===== src/rtl/lcd_bus_driver_pkg.sv =====
`default_nettype none
// ============================================================================
// lcd_pkg: state encoding, counter width and HD44780 instruction constants.
// Revision 1.0
// ============================================================================
package lcd_pkg;

  localparam int CNT_W    = 20;
  localparam int INIT_LEN = 6;

  localparam logic [7:0] LCD_FUNC_SET = 8'h38;
  localparam logic [7:0] LCD_DISP_ON  = 8'h0C;
  localparam logic [7:0] LCD_CLEAR    = 8'h01;
  localparam logic [7:0] LCD_ENTRY    = 8'h06;

  typedef enum logic [2:0] {
    IDLE   = 3'd0,
    SETUP  = 3'd1,
    ENABLE = 3'd2,
    HOLD   = 3'd3,
    WAIT   = 3'd4
`ifdef LCD_INIT_SEQ_EN
    ,
    PWRUP  = 3'd5,
    INIT   = 3'd6
`endif
  } state_t;

  // Clear (0x01) and return-home (0x02/0x03) need the long execution wait.
  function automatic logic is_long_cmd(input logic rs, input logic [7:0] data);
    return !rs && ((data == LCD_CLEAR) || (data[7:1] == 7'b0000001));
  endfunction

endpackage
`default_nettype wire


===== src/rtl/lcd_bus_driver_if.sv =====
`default_nettype none
// ============================================================================
// lcd_bus_driver_if: command handshake between software register and driver.
// Revision 1.0
// ============================================================================
interface lcd_bus_driver_if;

  logic       cmd_valid;
  logic       cmd_ready;
  logic       cmd_rs;
  logic [7:0] cmd_data;
  logic       busy;

  modport master (
    output cmd_valid,
    output cmd_rs,
    output cmd_data,
    input  cmd_ready,
    input  busy
  );

  modport slave (
    input  cmd_valid,
    input  cmd_rs,
    input  cmd_data,
    output cmd_ready,
    output busy
  );

endinterface
`default_nettype wire


===== src/rtl/lcd_bus_driver_init_rom.sv =====
`default_nettype none
// ============================================================================
// lcd_init_rom: power-on instruction sequence for the HD44780 (index -> byte).
// Revision 1.0
// ============================================================================
module lcd_init_rom
  import lcd_pkg::*;
(
  input  logic [2:0] idx,
  output logic [7:0] instr
);

  always_comb begin
    instr = 8'h00;
    case (idx)
      3'd0, 3'd1, 3'd2: instr = LCD_FUNC_SET;
      3'd3:             instr = LCD_DISP_ON;
      3'd4:             instr = LCD_CLEAR;
      3'd5:             instr = LCD_ENTRY;
      default:          instr = 8'h00;
    endcase
  end

endmodule
`default_nettype wire


===== src/rtl/lcd_bus_driver.sv =====
`default_nettype none
// ============================================================================
// lcd_bus_driver: HD44780 write timing engine (setup/enable/hold/exec wait).
// Optional power-on init sequence when LCD_INIT_SEQ_EN is defined. Revision 1.0
// ============================================================================
module lcd_bus_driver
  import lcd_pkg::*;
#(
  parameter int SETUP_CYC     = 3,
  parameter int EN_CYC        = 12,
  parameter int HOLD_CYC      = 2,
  parameter int EXEC_CYC      = 2000,
  parameter int LONG_EXEC_CYC = 82000
`ifdef LCD_INIT_SEQ_EN
  ,
  parameter int POWERUP_CYC   = 750000
`endif
)
(
  input  logic               clk,
  input  logic               reset_n,
  lcd_bus_driver_if.slave    cmd,
  input  logic               cfg_on,
  output logic [7:0]         lcd_data,
  output logic               lcd_rs,
  output logic               lcd_rw,
  output logic               lcd_en,
  output logic               lcd_on
);

  // Counter reload values: a phase of N cycles counts N-1 down to 0.
  localparam logic [CNT_W-1:0] SETUP_LD = CNT_W'(SETUP_CYC - 1);
  localparam logic [CNT_W-1:0] EN_LD    = CNT_W'(EN_CYC - 1);
  localparam logic [CNT_W-1:0] HOLD_LD  = CNT_W'(HOLD_CYC - 1);
  localparam logic [CNT_W-1:0] EXEC_LD  = CNT_W'(EXEC_CYC - 1);
  localparam logic [CNT_W-1:0] LONG_LD  = CNT_W'(LONG_EXEC_CYC - 1);

`ifdef LCD_INIT_SEQ_EN
  localparam logic [CNT_W-1:0] PWRUP_LD  = CNT_W'(POWERUP_CYC - 1);
  localparam logic             READY_RST = 1'b0;
`else
  localparam logic             READY_RST = 1'b1;
`endif

  state_t           state, state_n;
  logic [CNT_W-1:0] cnt, cnt_n;
  logic             cnt_last;
  logic             en_r, en_n;
  logic             ready_r, ready_n;
  logic [7:0]       data_r, data_n;
  logic             rs_r, rs_n;
  logic             on_r;

`ifdef LCD_INIT_SEQ_EN
  logic [2:0] init_idx, init_idx_n;
  logic       init_done, init_done_n;
  logic [7:0] rom_instr;

  lcd_init_rom u_init_rom (
    .idx   (init_idx),
    .instr (rom_instr)
  );

  always_ff @(posedge clk or negedge reset_n) begin
    if (!reset_n) begin
      init_idx  <= 3'd0;
      init_done <= 1'b0;
    end else begin
      init_idx  <= init_idx_n;
      init_done <= init_done_n;
    end
  end
`endif

  assign cnt_last = (cnt == '0);

  always_comb begin
    state_n  = state;
    cnt_n    = cnt_last ? cnt : cnt - CNT_W'(1);
    en_n     = en_r;
    ready_n  = ready_r;
    data_n   = data_r;
    rs_n     = rs_r;
`ifdef LCD_INIT_SEQ_EN
    init_idx_n  = init_idx;
    init_done_n = init_done;
`endif
    case (state)
      IDLE: begin
`ifdef LCD_INIT_SEQ_EN
        if (!init_done) begin
          state_n = PWRUP;
          cnt_n   = PWRUP_LD;
        end else
`endif
        if (cmd.cmd_valid && ready_r) begin
          data_n  = cmd.cmd_data;
          rs_n    = cmd.cmd_rs;
          ready_n = 1'b0;
          state_n = SETUP;
          cnt_n   = SETUP_LD;
        end
      end
      SETUP: begin
        if (cnt_last) begin
          state_n = ENABLE;
          en_n    = 1'b1;
          cnt_n   = EN_LD;
        end
      end
      ENABLE: begin
        if (cnt_last) begin
          state_n = HOLD;
          en_n    = 1'b0;
          cnt_n   = HOLD_LD;
        end
      end
      HOLD: begin
        if (cnt_last) begin
          state_n = WAIT;
          cnt_n   = is_long_cmd(rs_r, data_r) ? LONG_LD : EXEC_LD;
        end
      end
      WAIT: begin
        if (cnt_last) begin
`ifdef LCD_INIT_SEQ_EN
          if (!init_done && (init_idx != 3'(INIT_LEN - 1))) begin
            init_idx_n = init_idx + 3'd1;
            state_n    = INIT;
          end else begin
            init_done_n = 1'b1;
            ready_n     = 1'b1;
            state_n     = IDLE;
          end
`else
          ready_n = 1'b1;
          state_n = IDLE;
`endif
        end
      end
`ifdef LCD_INIT_SEQ_EN
      PWRUP: begin
        if (cnt_last) begin
          state_n = INIT;
        end
      end
      // Init steps are issued as instructions through the normal write path.
      INIT: begin
        data_n  = rom_instr;
        rs_n    = 1'b0;
        state_n = SETUP;
        cnt_n   = SETUP_LD;
      end
`endif
      default: begin
        state_n = IDLE;
        en_n    = 1'b0;
      end
    endcase
  end

  always_ff @(posedge clk or negedge reset_n) begin
    if (!reset_n) begin
      state   <= IDLE;
      cnt     <= '0;
      en_r    <= 1'b0;
      ready_r <= READY_RST;
      data_r  <= 8'h00;
      rs_r    <= 1'b0;
    end else begin
      state   <= state_n;
      cnt     <= cnt_n;
      en_r    <= en_n;
      ready_r <= ready_n;
      data_r  <= data_n;
      rs_r    <= rs_n;
    end
  end

  always_ff @(posedge clk or negedge reset_n) begin
    if (!reset_n) begin
      on_r <= 1'b0;
    end else begin
      on_r <= cfg_on;
    end
  end

  assign cmd.cmd_ready = ready_r;
  assign cmd.busy      = ~ready_r;
  assign lcd_data      = data_r;
  assign lcd_rs        = rs_r;
  assign lcd_rw        = 1'b0;
  assign lcd_en        = en_r;
  assign lcd_on        = on_r;

endmodule
`default_nettype wire


===== src/flat_wrapper.sv =====
// flat-port wrapper written by rule: the top's interface ports become plain ports
module lcd_bus_driver_flat import lcd_pkg::*;
#(
  parameter int SETUP_CYC     = 3,
  parameter int EN_CYC        = 12,
  parameter int HOLD_CYC      = 2,
  parameter int EXEC_CYC      = 2000,
  parameter int LONG_EXEC_CYC = 82000

)
  (clk, reset_n, cfg_on, lcd_data, lcd_rs, lcd_rw, lcd_en, lcd_on, cmd_cmd_valid, cmd_cmd_rs, cmd_cmd_data, cmd_cmd_ready, cmd_busy);
  lcd_bus_driver_if cmd_i ();
  input  logic clk;
  input  logic reset_n;
  input  logic cfg_on;
  output logic [7:0] lcd_data;
  output logic lcd_rs;
  output logic lcd_rw;
  output logic lcd_en;
  output logic lcd_on;
  input wire logic [$bits(cmd_i.cmd_valid)-1:0] cmd_cmd_valid;
  input wire logic [$bits(cmd_i.cmd_rs)-1:0] cmd_cmd_rs;
  input wire logic [$bits(cmd_i.cmd_data)-1:0] cmd_cmd_data;
  output wire logic [$bits(cmd_i.cmd_ready)-1:0] cmd_cmd_ready;
  output wire logic [$bits(cmd_i.busy)-1:0] cmd_busy;
  assign cmd_i.cmd_valid = cmd_cmd_valid;
  assign cmd_i.cmd_rs = cmd_cmd_rs;
  assign cmd_i.cmd_data = cmd_cmd_data;
  assign cmd_cmd_ready = cmd_i.cmd_ready;
  assign cmd_busy = cmd_i.busy;
  lcd_bus_driver #(.SETUP_CYC(SETUP_CYC), .EN_CYC(EN_CYC), .HOLD_CYC(HOLD_CYC), .EXEC_CYC(EXEC_CYC), .LONG_EXEC_CYC(LONG_EXEC_CYC)) u_core (.clk(clk), .reset_n(reset_n), .cmd(cmd_i), .cfg_on(cfg_on), .lcd_data(lcd_data), .lcd_rs(lcd_rs), .lcd_rw(lcd_rw), .lcd_en(lcd_en), .lcd_on(lcd_on));
endmodule

===== config.mk =====
export PLATFORM = sky130hd
export DESIGN_NAME = lcd_bus_driver_flat
export DESIGN_NICKNAME = d
export VERILOG_FILES = /design/src/rtl/lcd_bus_driver_pkg.sv /design/src/rtl/lcd_bus_driver_if.sv /design/src/rtl/lcd_bus_driver_init_rom.sv /design/src/rtl/lcd_bus_driver.sv /design/src/flat_wrapper.sv
export SDC_FILE = /design/constraint.sdc
export NUM_CORES = 1
export LEC_CHECK = 0
export CORE_MARGIN = 2
export CORE_UTILIZATION = 54
export CTS_CLUSTER_SIZE = 12
export DETAILED_ROUTE_END_ITERATION = 8
export GPL_ROUTABILITY_DRIVEN = 0
export PLACE_DENSITY = 0.88
export SLEW_MARGIN = 20
export SYNTH_ARGS = -nofsm -noshare
export SYNTH_HDL_FRONTEND = slang
export SYNTH_SLANG_ARGS = --single-unit

===== constraint.sdc =====
create_clock -name clk -period 2.2 [get_ports clk]
set_input_delay 0.44 -clock clk [delete_from_list [all_inputs] [get_ports clk]]
set_output_delay 0.44 -clock clk [all_outputs]
set_load 0.005 [all_outputs]

---- Word level (Yosys, flattened, before mapping) ----
Cells that the tools add are included.
Widths: inputs -> output; s select.
storage, ports and cells
  register bits ........................... 35
  bits in latches ......................... 0
  memory bits (writable) .................. 0
  memory bits (read-only) ................. 0
  output and inout port bits .............. 14
  word-level logic and storage cells ...... 51
  memories kept ........................... 0
operators by class
  $add $sub $neg .......................... 1
  $mul .................................... 0
  divide/modulo/power cells ............... 0
  magnitude comparators ................... 0
  eq/ne operators ......................... 11
  shift operators ......................... 0
  multiplexer cells ....................... 18
  bitwise gates (word level) .............. 2
  reduce and logical (&&, ||, !) cells .... 12
operators with widths
  operator               number
  $mux 20                5
  $pmux 20 s4            1
  $logic_not 20->1       1
  $sub 20x1->20 const B  1
  $mux 17                1
  $mux 3                 5
  $pmux 3 s5             1
  $ne 2x1->1 const B     5
  $eq 8x1->1 const B     1
  $eq 7x1->1 const B     1
  $eq 3x2->1 const B     2
  $reduce_and 3->1       2
  $reduce_and 5->1       1
  $eq 3x1->1 const B     1
  $eq 3x3->1 const B     1
  $logic_not 3->1        1
  $mux 1                 3
  $pmux 1 s3             1
  $reduce_or 3->1        1
  $logic_and 1x1->1      2
  $not 1->1              2
  $pmux 1 s2             1
  $reduce_and 2->1       1
  $reduce_bool 2->1      1
  2 further kinds        2

---- Longest topological paths before layout ----
  word-level depth ........................ 6
  gate-level depth with buffers ........... 8

---- Worst setup path after synthesis ----
No wires, ideal clock.
  kind .................................... register to register
  from .................................... register u_core.cnt[11]
  to ...................................... register u_core.cnt[0]
  setup time .............................. 0.135 ns
  arrival ................................. 1.596 ns
  required time ........................... 2.065 ns
  setup slack ............................. 0.468 ns
  stages on the path, launching flop included .. 8
  period minus slack after synthesis ...... 1.732 ns
  cell sequence ........................... dfrtp_1 -> nor4_4 -> and2_1 -> buf_6 -> nand4_2 -> ha_1 -> o21ai_0 -> o31ai_1
on the way
  word-level cells in the longest chain between the ends .. 4
ends and longest elaborated chain
  item                        line                   source
  start, declared             lcd_bus_driver.sv:46   logic [CNT_W-1:0] cnt, cnt_n;
  start signal, assigned      lcd_bus_driver.sv:172  cnt <= cnt_n;
  $logic_not 20->1 (*)        lcd_bus_driver.sv:75   assign cnt_last = (cnt == '0);
  $mux 20                     lcd_bus_driver.sv:79   cnt_n = cnt_last ? cnt : cnt - CNT_W'(1);
  $mux 20 (on tied branches)  --
  $pmux 20 s4 (*)             lcd_bus_driver.sv:88   case (state)
  net u_core.cnt_n[0]         lcd_bus_driver.sv:46
Mark *: on every way through the listed nets, which the timed path passes. The rest lies on a longest branch.
A chain may end at the register's enable or synchronous reset.

---- Worst setup path in the final report ----
  from .................................... register u_core.cnt[15]
  to ...................................... register u_core.cnt[10]
Same word-level chain as after synthesis.

==> flow_summary.yaml <==
outcome:
  status: "finished clean"
clocking:
  cts_resized: 0
  clk_pin_slew_ns: 0.11
  ctsRootBufferMaster: "clkbuf_4"
  cts_setup_buffers: 0
  clk_latency_ns: 0.35
  cts_hold_buf: 0
  cts_tree: "yes"
  numCtsBuffers: 5
  htree_levels: 2
  cts.sinks: 35
  cts.path.max_buffers: 2
grt:
  use_met3: 0.0669
  grt_max_degree: 36
  track_usage: 0.229
  grtUsageMet2: 0.350
  grt_pass1_wl_mm: 7.25
  antenna_found_initial: 0
  met1_usage: 0.311
  first_global_vias: 1567
  busiest_layer: "met2"
  grt-ovfl-total: 0
timing:
  finalCriticalPeriod_ns: 2.05
  holdWs_ns: 0.486
  slew_viol_final: 0
  finalHoldViolations: 0
  fmax_mhz: 487
  skew_ns: 0.0162
  fin_setup_tns_ns: 0
  setup_viol: 0
  rsz0062_at_grt: "false"
  finalCritPeriodShare: 0.933
routing:
  wirelength_mm: 4.27
  drcViolationCount: 0
  antenna_left: 0
  wl_per_cell_um: 15.0
  routed_via_density: 5.71
  drt_iter0_drc: 79
  via_count: 1628
  firstDrtPassIters: 4
setup_path:
  rrSetupSlack_ns: 0.15
  timing.rr.end: "u_core.cnt[10]$_DFF_PN0_"
  crit_fanout: 8
  worstReg2RegStart: "u_core.cnt[15]$_DFF_PN0_"
  crit_type: "reg2reg"
  crit_arrival_ns: 2.27
  required_ns: 2.42
  cp-start-kind: "flip-flop"
  rr_worst_depth: 5
  cp-end-kind: "flip-flop"
floorplanning:
  design.die.area_um2: 4130
  die_w_um: 64.2
  die_y_um: 64.2
  std_cell_rows: 21
  coreArea_um2: 3420
  initial_core_util: 0.574
  ioPinCount: 27
power_and_ir_drop:
  total_power_w: 0.00114
  p_leak_nw: 1.01
  powerDensity_nw_per_um2: 482
  ir_drop_mv: 0.330
synth:
  synthArstFlopShare: 1.00
  synth_seq_area_share: 0.448
  ys_warn_count: 0
  syn-cell-area_um2: 1960
  synth_edf_count: 0
  ys.flop_type: "dfrtp_1"
  syn_nets: 222
  syn_area_per_cell_um2: 9.51
  synthCells: 206
  synth_seq_cells: 35
  ys_types: 58
place:
  port_buffers: 25
  dpl-instance-area_um2: 2270
  place_hpwl_mm: 3.22
cells_and_area:
  layout.nets: 254
  fillers: 274
  diodes: 0
  drive_above_1_share: 0.142
  stdcell_area_um2: 2370
  syn2layout_area_growth_pct: 20.8
  fin_util: 0.693
  layout_common_cells: "nand2_1, dfrtp_1, clkdlybuf4s50_1"
  layout_commonest_cell: "nand2_1"
flow_run:
  maxCapViolCount: 0
min_path:
  holdCritPathClass: "in2async"
## per-layer routing
metal	routed length [µm]	vias up	part of all wire
met5	0	-	0
met4	38	0	0.0089
met3	222	6	0.052
met2	2120	50	0.50
met1	1890	777	0.44
li1	-	795	-
## Yosys cell counts (3+ instances only)
master    instances  area, µm²
a211oi_1          3       22.5
a21oi_1           7       35.0
a31oi_1           3       18.8
clkbuf_1          3       11.3
dfrtp_1          34        851
ha_1              3       37.5
inv_1             4       15.0
nand2_1          39        146
nand3_1           8       40.0
nand4_1           3       18.8
nor2_1           18       67.6
nor3_1            6       30.0
o21ai_0           4       20.0
o31ai_1           3       22.5
xnor2_1           7       61.3
xor2_1            7       61.3
## registers in the layout, indices dropped and copies added, names as in the netlist
register and cells:
u_core.lcd_rs 1, u_core.lcd_on 1, u_core.lcd_en 1, u_core.cnt 20, u_core.state 3, u_core.cmd.cmd_ready 1, u_core.lcd_data 8
## worst max-delay path, cell delays in order, from the launching register on
cell	delay [ns]
dfrtp_1	0.44
nor4_2	0.44
nand2_2	0.21
o41a_1	0.45
a21oi_2	0.28
a31oi_1	0.10
## layout make-up
| type | count | area, µm² | area share |
|---|---|---|---|
| multi-input cells | 161 | 1040 | 0.439 |
| flip-flops and latches | 35 | 877 | 0.371 |
| repair buffers | 31 | 295 | 0.125 |
| well taps | 46 | 57.6 | 0.0243 |
| clock inverters | 3 | 43.8 | 0.0185 |
| clock buffers | 5 | 37.5 | 0.0159 |
| inverters | 4 | 15.0 | 0.00635 |
## report_power, final
group	switching (W)	internal, W
registers	0.000000240	0.000644
clock network	0.000220	0.000239
logic	0.0000162	0.0000216
## logic make-up after synthesis
| logic type | share of synthesized area |
|---|---|
| compound gates | 0.126 |
| xor+xnor | 0.0626 |
| fa+ha+maj | 0.0192 |
| buf+inv | 0.0268 |
| flops | 0.448 |
| other cells | 0.00191 |
| simple gates | 0.316 |
## worst max path at each step
stage,to,startpoint,depth (start not counted),slack [ns]
after floorplan,u_core.cnt[0]$_DFF_PN0_,u_core.cnt[11]$_DFF_PN0_,7,0.47
after global placement,u_core.cnt[7]$_DFF_PN0_,cmd_cmd_valid,5,0.23
after detailed placement,u_core.cnt[0]$_DFF_PN0_,u_core.cnt[15]$_DFF_PN0_,6,0.19
after CTS,u_core.cnt[0]$_DFF_PN0_,u_core.cnt[15]$_DFF_PN0_,6,0.16
after global routing,u_core.cnt[5]$_DFF_PN0_,u_core.cnt[1]$_DFF_PN0_,7,0.007
final,u_core.cnt[10]$_DFF_PN0_,u_core.cnt[15]$_DFF_PN0_,5,0.15
## stage by stage
step	setup slack, ns	cells
2_1_floorplan	0.468	206
3_3_place_gp	0.231	277
3_5_place_dp	0.187	277
4_1_cts	0.161	285
5_1_grt	0.00670	285
6_report	0.147	285
Note: power is estimated with default switching activity, not from simulation.
==> patch: new RTL, same settings <==
Re-encode `state_t` (5 states) as Gray code, 3 bits wide.
--- a/src/rtl/lcd_bus_driver_pkg.sv
+++ b/src/rtl/lcd_bus_driver_pkg.sv
@@ -14,11 +14,11 @@
   localparam logic [7:0] LCD_ENTRY    = 8'h06;
 
   typedef enum logic [2:0] {
-    IDLE   = 3'd0,
-    SETUP  = 3'd1,
-    ENABLE = 3'd2,
-    HOLD   = 3'd3,
-    WAIT   = 3'd4
+    IDLE   = 3'b000,
+    SETUP  = 3'b001,
+    ENABLE = 3'b011,
+    HOLD   = 3'b010,
+    WAIT   = 3'b110
 `ifdef LCD_INIT_SEQ_EN
     ,
     PWRUP  = 3'd5,
Behaviour: same outputs for any inputs over 10 cycles, from zero or initial values and one cycle with reset_n low; not proved beyond that.
==> patch against the unedited design <==
First-iteration DRC count increased by 48%; sequential cell count unchanged; global-route usage increased by 0.29 points; via count increased by 4.8%; setup slack got worse by 22 ps; power decreased by 4.2%; design area increased by 2.5%; wire length increased by 0.84%; final cell count increased by 6.0%; die area decreased by 2.6%; utilization increased by 2.9 points; synthesized area decreased by 2.8%; hold slack improved by 1.2 ps.
==> patch: results <==
metrics = {
    "critical_path": {
        "reg2reg_from": "u_core.cnt[12]$_DFF_PN0_",
        "path_max_fanout": 5,
        "cp_slowest_cell": "or4_4",
        "cpPeakStageDelay_ps": 580,
        "r2r_slack_ps": 120,
    },
    "route": {
        "routed_wl_mm": 4.309,
        "wl_met1_mm": 1.927,
        "vias": 1706,
    },
    "logic_synthesis": {
        "synth-compound-area-share_pct": 14.91,
        "synthMuxAreaShare_pct": 0.5256,
        "syn_nets": 228,
        "syn_inst": 212,
        "yosysSeqAreaShare_pct": 46.06,
        "synthAdderAreaFrac_pct": 1.971,
        "synth-xor-area-share_pct": 5.519,
        "synth_top_cells_by_area": "dfrtp_1 (45%), nand2_1 (7.9%), nor2_1 (4.1%)",
    },
    "layout": {
        "fin_util_pct": 72.14,
        "layout.nets": 271,
        "drive_above_1_share_pct": 18.75,
        "nFillCells": 281,
    },
    "pwr": {
        "p_leak_nw": 1.053,
        "switching_share_pct": 21.30,
        "sequentialPowerShare_pct": 59.2,
        "pwr-share-comb_pct": 4.1,
        "vdd_ir_drop_max_mv": 0.3800,
    },
    "global_route": {
        "grt_use_met2_pct": 38.16,
        "grt_usage_pct": 23.15,
        "use_met1_pct": 29.54,
        "met3_usage_pct": 6.607,
    },
    "placed_design": {
        "placed_cell_area_um2": 2322,
        "dp_hpwl_mm": 3.157,
        "post-place-ws_ps": 61.39,
        "placed_cells": 294,
    },
    "run_status": {
        "status": "completed",
    },
    "sta": {
        "hold_ws_ps": 487.2,
    },
}
-- patch: changes by cell type after synthesis, sizes merged, moves of 3 or more --
cell,before,now
a21oi,8,12
xnor2,7,3
inv,4,8
o21ai,5,9
nand4,5,2
-- patch: kinds of logic (layout without fill, tap and decap cells) --
family                   Yosys count  after routing
buffers and inverters             17             61
adder cells (fa/ha/maj)            3              3
multiplexers                       1              1
AND/OR/NAND/NOR                  102            102
other                              1              1
flip-flops                        35             35
AO/OA/AOI/OAI                     41             41
XOR/XNOR                          12             12
-- patch: cell type report --
type | count | area share (%)
Multi-Input combinational cell | 160 | 40.90
Clock buffer | 8 | 2.837
Sequential cell | 35 | 36.15
Tap cell | 46 | 2.372
Inverter | 8 | 1.238
Timing Repair Buffer | 45 | 16.50
-- patch: worst max-delay path, delay by kind of cell (launching register included) --
kind | cells | cell delay (ps)
and+or+nand+nor | 2 | 1140
DFF | 1 | 430
AOI/OAI and AO/OA | 2 | 210
xor gates and xnor gates | 1 | 190
